===== config.mk =====
export PLATFORM = sky130hd
export DESIGN_NAME = pack_arb
export DESIGN_NICKNAME = d
export VERILOG_FILES = /design/src/rtl/pack_arb_pkg.sv /design/src/rtl/pack_reg.sv /design/src/rtl/pack_arb.sv
export SDC_FILE = /design/constraint.sdc
export NUM_CORES = 1
export LEC_CHECK = 0
export CAP_MARGIN = 20
export CORE_MARGIN = 10
export CORE_UTILIZATION = 54
export CTS_CLUSTER_SIZE = 28
export DETAILED_ROUTE_END_ITERATION = 7
export GPL_ROUTABILITY_DRIVEN = 0
export GPL_TIMING_DRIVEN = 0
export MAX_ROUTING_LAYER = met4
export PLACE_DENSITY_LB_ADDON = 0.1
export SYNTH_ARGS = -nofsm -noshare
export SYNTH_HDL_FRONTEND = slang
export SYNTH_HIERARCHICAL = 1
export SYNTH_SLANG_ARGS = --single-unit

===== constraint.sdc =====
create_clock -name clock -period 4.18 [get_ports clock]
set_input_delay 0.836 -clock clock [delete_from_list [all_inputs] [get_ports clock]]
set_output_delay 0.836 -clock clock [all_outputs]
set_load 0.1 [all_outputs]

===== src/rtl/pack_arb_pkg.sv =====
// Shared types and helpers for the two-requester bit-pair packing arbiter.
package pack_arb_pkg;

  typedef enum logic [1:0] {
    IDLE = 2'd0,
    OWN0 = 2'd1,
    OWN1 = 2'd2
  } arb_state_e;

  localparam int CNT_W = 4;

  // Swapped order puts c in the MSB; the default order puts d in the MSB.
  function automatic logic [1:0] pack_pair(input logic c, input logic d, input logic swap);
    logic [1:0] pair;
    if (swap) begin
      pair = {c, d};
    end else begin
      pair = {d, c};
    end
    return pair;
  endfunction

endpackage


===== src/rtl/pack_reg.sv =====
// Output holding register: loads an accepted pair, holds it under backpressure
// and drops it once the consumer takes it.
module pack_reg
  import pack_arb_pkg::*;
#(
  parameter bit SWAP1 = 1'b1
) (
  input  logic       clock,
  input  logic       reset_n,
  input  logic       load_i,
  input  logic       owner_i,
  input  logic       c_i,
  input  logic       d_i,
  input  logic       out_ready_i,
  output logic [1:0] out_b_o,
  output logic       out_x_o,
  output logic       out_owner_o,
  output logic       out_valid_o
);

  logic [1:0] b_q, b_d;
  logic       x_q, x_d;
  logic       owner_q, owner_d;
  logic       valid_q, valid_d;

  // Next-state for the held pair: a load wins over a consume.
  always_comb begin
    b_d     = b_q;
    x_d     = x_q;
    owner_d = owner_q;
    valid_d = valid_q;
    if (load_i) begin
      b_d     = pack_pair(c_i, d_i, owner_i & SWAP1);
      x_d     = ~d_i;
      owner_d = owner_i;
      valid_d = 1'b1;
    end else if (valid_q && out_ready_i) begin
      valid_d = 1'b0;
    end else begin
      valid_d = valid_q;
    end
  end

  // Register bank for the held pair.
  always_ff @(posedge clock or negedge reset_n) begin
    if (!reset_n) begin
      b_q     <= 2'b00;
      x_q     <= 1'b0;
      owner_q <= 1'b0;
      valid_q <= 1'b0;
    end else begin
      b_q     <= b_d;
      x_q     <= x_d;
      owner_q <= owner_d;
      valid_q <= valid_d;
    end
  end

  assign out_b_o     = b_q;
  assign out_x_o     = x_q;
  assign out_owner_o = owner_q;
  assign out_valid_o = valid_q;

endmodule


===== src/rtl/pack_arb.sv =====
// Two-requester burst-limited arbiter feeding a single packed-pair output register.
module pack_arb
  import pack_arb_pkg::*;
#(
  parameter bit          SWAP1     = 1'b1,
  parameter int unsigned MAX_BURST = 4
) (
  input  logic       clock,
  input  logic       reset_n,
  input  logic       req0_valid,
  input  logic       req0_c,
  input  logic       req0_d,
  output logic       req0_ready,
  input  logic       req1_valid,
  input  logic       req1_c,
  input  logic       req1_d,
  output logic       req1_ready,
  output logic [1:0] out_b,
  output logic       out_x,
  output logic       out_owner,
  output logic       out_valid,
  input  logic       out_ready,
  output logic       busy
);

  localparam logic [CNT_W-1:0] MAX_CNT = CNT_W'(MAX_BURST);

  arb_state_e       state_q, state_d;
  logic             last_q, last_d;
  logic [CNT_W-1:0] cnt_q, cnt_d;
  logic             room_s, stall_s, limit_s, xfer_s;

  assign room_s  = !out_valid || out_ready;
  assign stall_s = out_valid && !out_ready;
  assign limit_s = (cnt_q == MAX_CNT);
  assign xfer_s  = (req0_valid && req0_ready) || (req1_valid && req1_ready);

  // Grant/next-state logic. Ready is withheld once the burst limit is reached
  // and the other side waits, so the switching cycle carries no transfer.
  always_comb begin
    state_d    = state_q;
    req0_ready = 1'b0;
    req1_ready = 1'b0;
    case (state_q)
      IDLE: begin
        if (req0_valid && (!req1_valid || last_q)) begin
          state_d = OWN0;
        end else if (req1_valid) begin
          state_d = OWN1;
        end else begin
          state_d = IDLE;
        end
      end
      OWN0: begin
        req0_ready = room_s && !(limit_s && req1_valid);
        if (req0_valid && stall_s) begin
          state_d = OWN0;
        end else if (req1_valid && (limit_s || !req0_valid)) begin
          state_d = OWN1;
        end else if (!req0_valid && !req1_valid) begin
          state_d = IDLE;
        end else begin
          state_d = OWN0;
        end
      end
      OWN1: begin
        req1_ready = room_s && !(limit_s && req0_valid);
        if (req1_valid && stall_s) begin
          state_d = OWN1;
        end else if (req0_valid && (limit_s || !req1_valid)) begin
          state_d = OWN0;
        end else if (!req0_valid && !req1_valid) begin
          state_d = IDLE;
        end else begin
          state_d = OWN1;
        end
      end
      default: begin
        state_d = IDLE;
      end
    endcase
  end

  // Burst counter and last-owner bookkeeping; counter saturates at the limit.
  always_comb begin
    cnt_d  = cnt_q;
    last_d = last_q;
    if (state_d != state_q) begin
      cnt_d = {CNT_W{1'b0}};
    end else if (xfer_s && !limit_s) begin
      cnt_d = cnt_q + {{(CNT_W-1){1'b0}}, 1'b1};
    end else begin
      cnt_d = cnt_q;
    end
    if (state_d == OWN0 && state_q != OWN0) begin
      last_d = 1'b0;
    end else if (state_d == OWN1 && state_q != OWN1) begin
      last_d = 1'b1;
    end else begin
      last_d = last_q;
    end
  end

  // Arbiter state registers.
  always_ff @(posedge clock or negedge reset_n) begin
    if (!reset_n) begin
      state_q <= IDLE;
      last_q  <= 1'b1;
      cnt_q   <= {CNT_W{1'b0}};
    end else begin
      state_q <= state_d;
      last_q  <= last_d;
      cnt_q   <= cnt_d;
    end
  end

  assign busy = (state_q != IDLE);

  pack_reg #(
    .SWAP1(SWAP1)
  ) u_pack_reg (
    .clock       (clock),
    .reset_n     (reset_n),
    .load_i      (xfer_s),
    .owner_i     (req1_ready),
    .c_i         (req1_ready ? req1_c : req0_c),
    .d_i         (req1_ready ? req1_d : req0_d),
    .out_ready_i (out_ready),
    .out_b_o     (out_b),
    .out_x_o     (out_x),
    .out_owner_o (out_owner),
    .out_valid_o (out_valid)
  );

endmodule


== Word-level counts from Yosys, hierarchy flattened ==
Index checks and enable logic that the tools add are counted.
Storage, ports and cells
  flip-flop bits (word level): 12
  input port bits: 9
  output and inout bits: 8
  logic and storage cells: 71
Operators by class
  add/subtract/negate cells: 1
  equality and inequality tests: 8
  multiplexer cells: 20
  bitwise logic cells: 1
  reduce and logical (&&, ||, !) cells: 34
Operators with widths (count)
  1-bit logical AND: 17
  2-bit 2-to-1 mux: 8
  1-bit 2-to-1 mux: 9
  4-bit 2-to-1 mux: 2
  2-bit nonzero test: 4
  1-bit zero test: 7
  2-bit case mux with 3 select lines: 1
  1-bit logical OR: 5
  4-bit by 1-bit adder with 4-bit output, second input constant: 1
  2-bit by 1-bit equality test with 1-bit output, second input constant: 2
  2-bit equality test, second input constant: 2
  4-bit by 3-bit equality test with 1-bit output, second input constant: 1
  2-bit zero test: 1
  2-bit by 1-bit != test with 1-bit output, second input constant: 1
  2-bit != test: 1
  2-bit != test, second input constant: 1
  1-bit NOT: 1

== Depth between registers and ports, before layout ==
  word-level depth: 10
  mapped depth: 10

== Cells and area by module ==
Netlist, hierarchy kept.
Modules (own cells, without submodules)
  pack_arb: instances 1, cells each 70, area each 645.6 µm², sequential area each 176.4 µm²
  pack_reg: instances 1, cells each 17, area each 215.2 µm², sequential area each 125.1 µm²

== Least setup slack after synthesis ==
Ideal clock, no wire load.
  path kind: reg-to-output
  from: reg u_pack_reg.valid_q (netlist: u_pack_reg/out_valid_o)
  to: out req0_ready
  arrival time: 5.842 ns
  required time: 3.344 ns
  setup slack: -2.498 ns
  stages on the path, launching flop included: 3
  path through: dfrtp_1 -> nor2b_1 -> a2111oi_0
On the way
  cells in the longest elaborated chain, start to end: 4
RTL lines
  start, declared: RTL line pack_reg.sv:24  | logic valid_q, valid_d;
  start signal, assigned: RTL line pack_reg.sv:55  | valid_q <= valid_d;
  1-bit zero test: RTL line pack_arb.sv:33  | assign room_s = !out_valid || out_ready;
  1-bit logical OR: RTL line pack_arb.sv:33
  1-bit logical AND: RTL line pack_arb.sv:55  | req0_ready = room_s && !(limit_s && req1_valid);
  1-bit 2-to-1 mux: RTL line pack_arb.sv:44  | case (state_q)
  end, declared: RTL line pack_arb.sv:13  | output logic req0_ready,
Every way passes these cells.

== Final worst setup path ==
  from: in req0_valid
  to: out req1_ready
On the way
  cells in the longest elaborated chain, start to end: 4
RTL lines
  start, declared: RTL line pack_arb.sv:10  | input logic req0_valid,
  1-bit logical AND: RTL line pack_arb.sv:67  | req1_ready = room_s && !(limit_s && req0_valid);
  1-bit zero test: RTL line pack_arb.sv:67
  1-bit logical AND: RTL line pack_arb.sv:67
  1-bit 2-to-1 mux: RTL line pack_arb.sv:44
  end, declared: RTL line pack_arb.sv:17  | output logic req1_ready,
Every way passes these cells.

==> flow_metrics.py <==
metrics = {
    "die": {
        "die_w_um": 59.9,
        "die_h_um": 59.9,
        "placementRows": 14,
        "start_util_pct": 57.1,
        "coreArea_um2": 1510,
        "io_pins": 17,
        "dieArea_um2": 3590,
    },
    "drt": {
        "drc_errors": 0,
        "ant_nets": 0,
        "vias_per_cell": 5.62,
        "drt-wirelength-per-cell_um": 14.9,
        "vias": 691,
        "routed_wl_mm": 1.83,
        "drt-pass1-iter-count": 4,
        "drt_iter0_markers": 11,
    },
    "yosys": {
        "synthTopCellsByArea": "dfrtp_1 (32%), a21oi_1 (5.8%), mux2i_1 (5.8%), buf_6 (3.9%), a2111oi_4 (3.2%)",
        "syn-instance-count": 87,
        "synthAdderAreaFrac_pct": 2.91,
        "synth_area_per_cell_um2": 9.89,
        "syn_area_um2": 861,
        "synth-compound-area-share_pct": 23.3,
        "synth_ff_type": "dfrtp_1",
        "synth_most_common_cell": "dfrtp_1",
        "yosysUniqueCellTypes": 39,
        "synth_edf_count": 0,
        "postSynth.asyncResetShare_pct": 100,
        "synth_seq_cells": 12,
        "yosys.area_share.simple_pct": 18.0,
        "synth_top_family_by_area": "compound AO/OA/AOI/OAI gates",
        "yosys_warnings": 6,
        "yosysSeqAreaShare_pct": 35.0,
        "yosysTopAreaCell": "dfrtp_1",
        "syn-num-nets": 98,
        "yosys-mux-area-fraction_pct": 10.2,
        "synth_top_area_share_pct": 32.0,
        "synthTopCellsByCount": "dfrtp_1 (11), a21oi_1 (10), inv_1 (7)",
        "synthXorXnorAreaFrac_pct": 2.03,
    },
    "job": {
        "timing.max_cap.violations": 0,
    },
    "global_route": {
        "grt-ovfl-total": 0,
        "grt.total_usage_pct": 11.4,
        "grt_pass1_wl_mm": 3.10,
        "grt_pass1_vias": 721,
        "grt_max_degree": 13,
        "antenna_found_initial": 0,
    },
    "setup_path": {
        "r2r-start": "cnt_q[0]",
        "crit_arrival_ps": 3140,
        "cp-end-kind": "output port",
        "crit_type": "in2out",
        "start_kind": "primary input",
        "startpoint": "req0_valid",
        "path_delay_family": "buffers and inverters",
        "cpPeakStageDelay_ps": 1160,
        "crit_chain": "clkdlybuf4s50_1, a211oi_2, nand2_1, inv_1, clkdlybuf4s50_1",
        "crit_buf_inv": 3,
        "cp_max_fo": 7,
        "reg2reg_slack_ps": 2260,
        "crit_slowest_cell": "clkdlybuf4s50_1",
        "worstPathRequired_ps": 3340,
        "path_common_cell": "clkdlybuf4s50_1",
    },
    "timing": {
        "clock-skew-final_ps": 2.84,
        "period_minus_slack_ps": 3980,
        "final_max_slew_viol_count": 0,
        "tns_ps": 0,
        "rsz0062_at_grt": "no",
        "setup_viol": 0,
        "maxSlewHeadroom_pct": 35.0,
        "fin_crit_sh_pct": 95.2,
        "clock.fmax_mhz": 251,
        "hold_viol_final": 0,
        "tightestPinTransition_ps": 972,
        "whs_ps": 526,
    },
    "finish": {
        "diodes": 0,
        "nets": 119,
        "syn_to_final_growth_pct": 25.9,
        "drive_gt1_share_pct": 22.4,
    },
    "clocking": {
        "cts-resized-gates": 0,
        "insertion_delay_ps": 270,
        "cts_buffers": 3,
        "cts-root-buf": "clkbuf_4",
        "clk_path_buf_depth": 2,
        "post-cts-setup-buffers": 0,
        "clock-sinks": 12,
        "cts_tree": "done",
        "clk_pin_slew_ps": 80,
        "htreeDepth": 1,
        "cts_hold_buf": 0,
    },
    "worst_hold_path": {
        "min-delay-start": "u_pack_reg/out_x_o",
        "hold_class": "reg2reg",
    },
    "power": {
        "ir_drop_v": 0.000495,
        "power_density_nw_per_um2": 558,
        "leakagePower_uw": 0.000470,
    },
    "placed_design": {
        "io_buffers": 16,
        "place_hpwl_mm": 1.40,
    },
    "run_status": {
        "status": "complete, no violations",
    },
}
-- layout by cell type (no fill, tap or decap), drive strengths merged, types with 2 or more instances in the layout --
| cell type | count |
|---|---|
| dfrtp | 11 |
| o21ai | 2 |
| a21oi | 10 |
| clkdlybuf4s50 | 16 |
| buf | 6 |
| ha | 2 |
| nand3b | 3 |
| a2111oi | 2 |
| a31oi | 2 |
| nand2 | 6 |
| a211oi | 2 |
| xnor2 | 2 |
| o211ai | 2 |
| clkbuf | 4 |
| mux2 | 3 |
| inv | 7 |
| mux2i | 5 |
| nor2 | 7 |
-- registers in the layout, summed over array words and instances, names as in the netlist --
signal	count
u_pack_reg/out_valid_o	1
u_pack_reg/out_b_o	2
last_q	1
cnt_q	4
u_pack_reg/out_x_o	1
state_q	2
u_pack_reg/out_owner_o	1
-- final cells by class --
cell class / instances / area [µm²]
Sequential cell: 12 / 302
Buffer: 6 / 47.5
Timing Repair Buffer: 16 / 160
Tap cell: 16 / 20.0
Clock buffer: 4 / 36.3
Inverter: 7 / 26.3
Fill cell: 119 / 423
Multi-Input combinational cell: 62 / 492
-- routing by layer --
metal  vias to the layer above  wire, µm  track usage, %
li1                        348         -               -
met1                       322       869            13.5
met2                        15       827            16.2
met3                         6        86            3.39
met4                         0        47            7.37
met5                         -         0               -
-- power breakdown --
group          leakage, µW  switching (µW)  internal, µW
registers         0.000150            15.2           144
logic             0.000298             256          97.6
clock network    0.0000210            39.2          52.9
total             0.000470             310           294
-- per-stage QoR --
stage               util (%)  instance area (µm²)  setup slack [ps]  cells  power (µW)
CTS                     71.9                 1080               209    123         612
detailed placement      69.5                 1050               211    119         515
global placement        69.5                 1050               240    119         511
floorplan                  -                  867               258     87         436
global route            71.9                 1080              83.6    123         636
finish                  71.9                 1080               201    123         605
-- worst register-to-register path, delay by kind of cell (launching register included) --
kind,cells,cell delay [ps]
compound gates,2,340
fa+ha+maj,1,180
buf+inv,1,60
flops,1,410
mux,2,450
simple gates,2,360
-- worst paths after layout --
kind	end	depth (start not counted)
worst min register to register	u_pack_reg/out_x_o	2
worst min-delay path	u_pack_reg/out_x_o	2
max in group asynchronous	last_q	1
worst max-delay path	req1_ready	5
min in group asynchronous	cnt_q[2]	1
worst max register to register	u_pack_reg/out_b_o[0]	8
-- logic make-up after synthesis --
| group | count (synthesis) |
|---|---|
| adders and majority gates | 2 |
| muxes | 8 |
| xor gates and xnor gates | 2 |
| and+or+nand+nor | 25 |
| buffers and inverters | 13 |
| AOI/OAI and AO/OA | 25 |
| DFF | 12 |
Power figures use the tool's default switching activity.
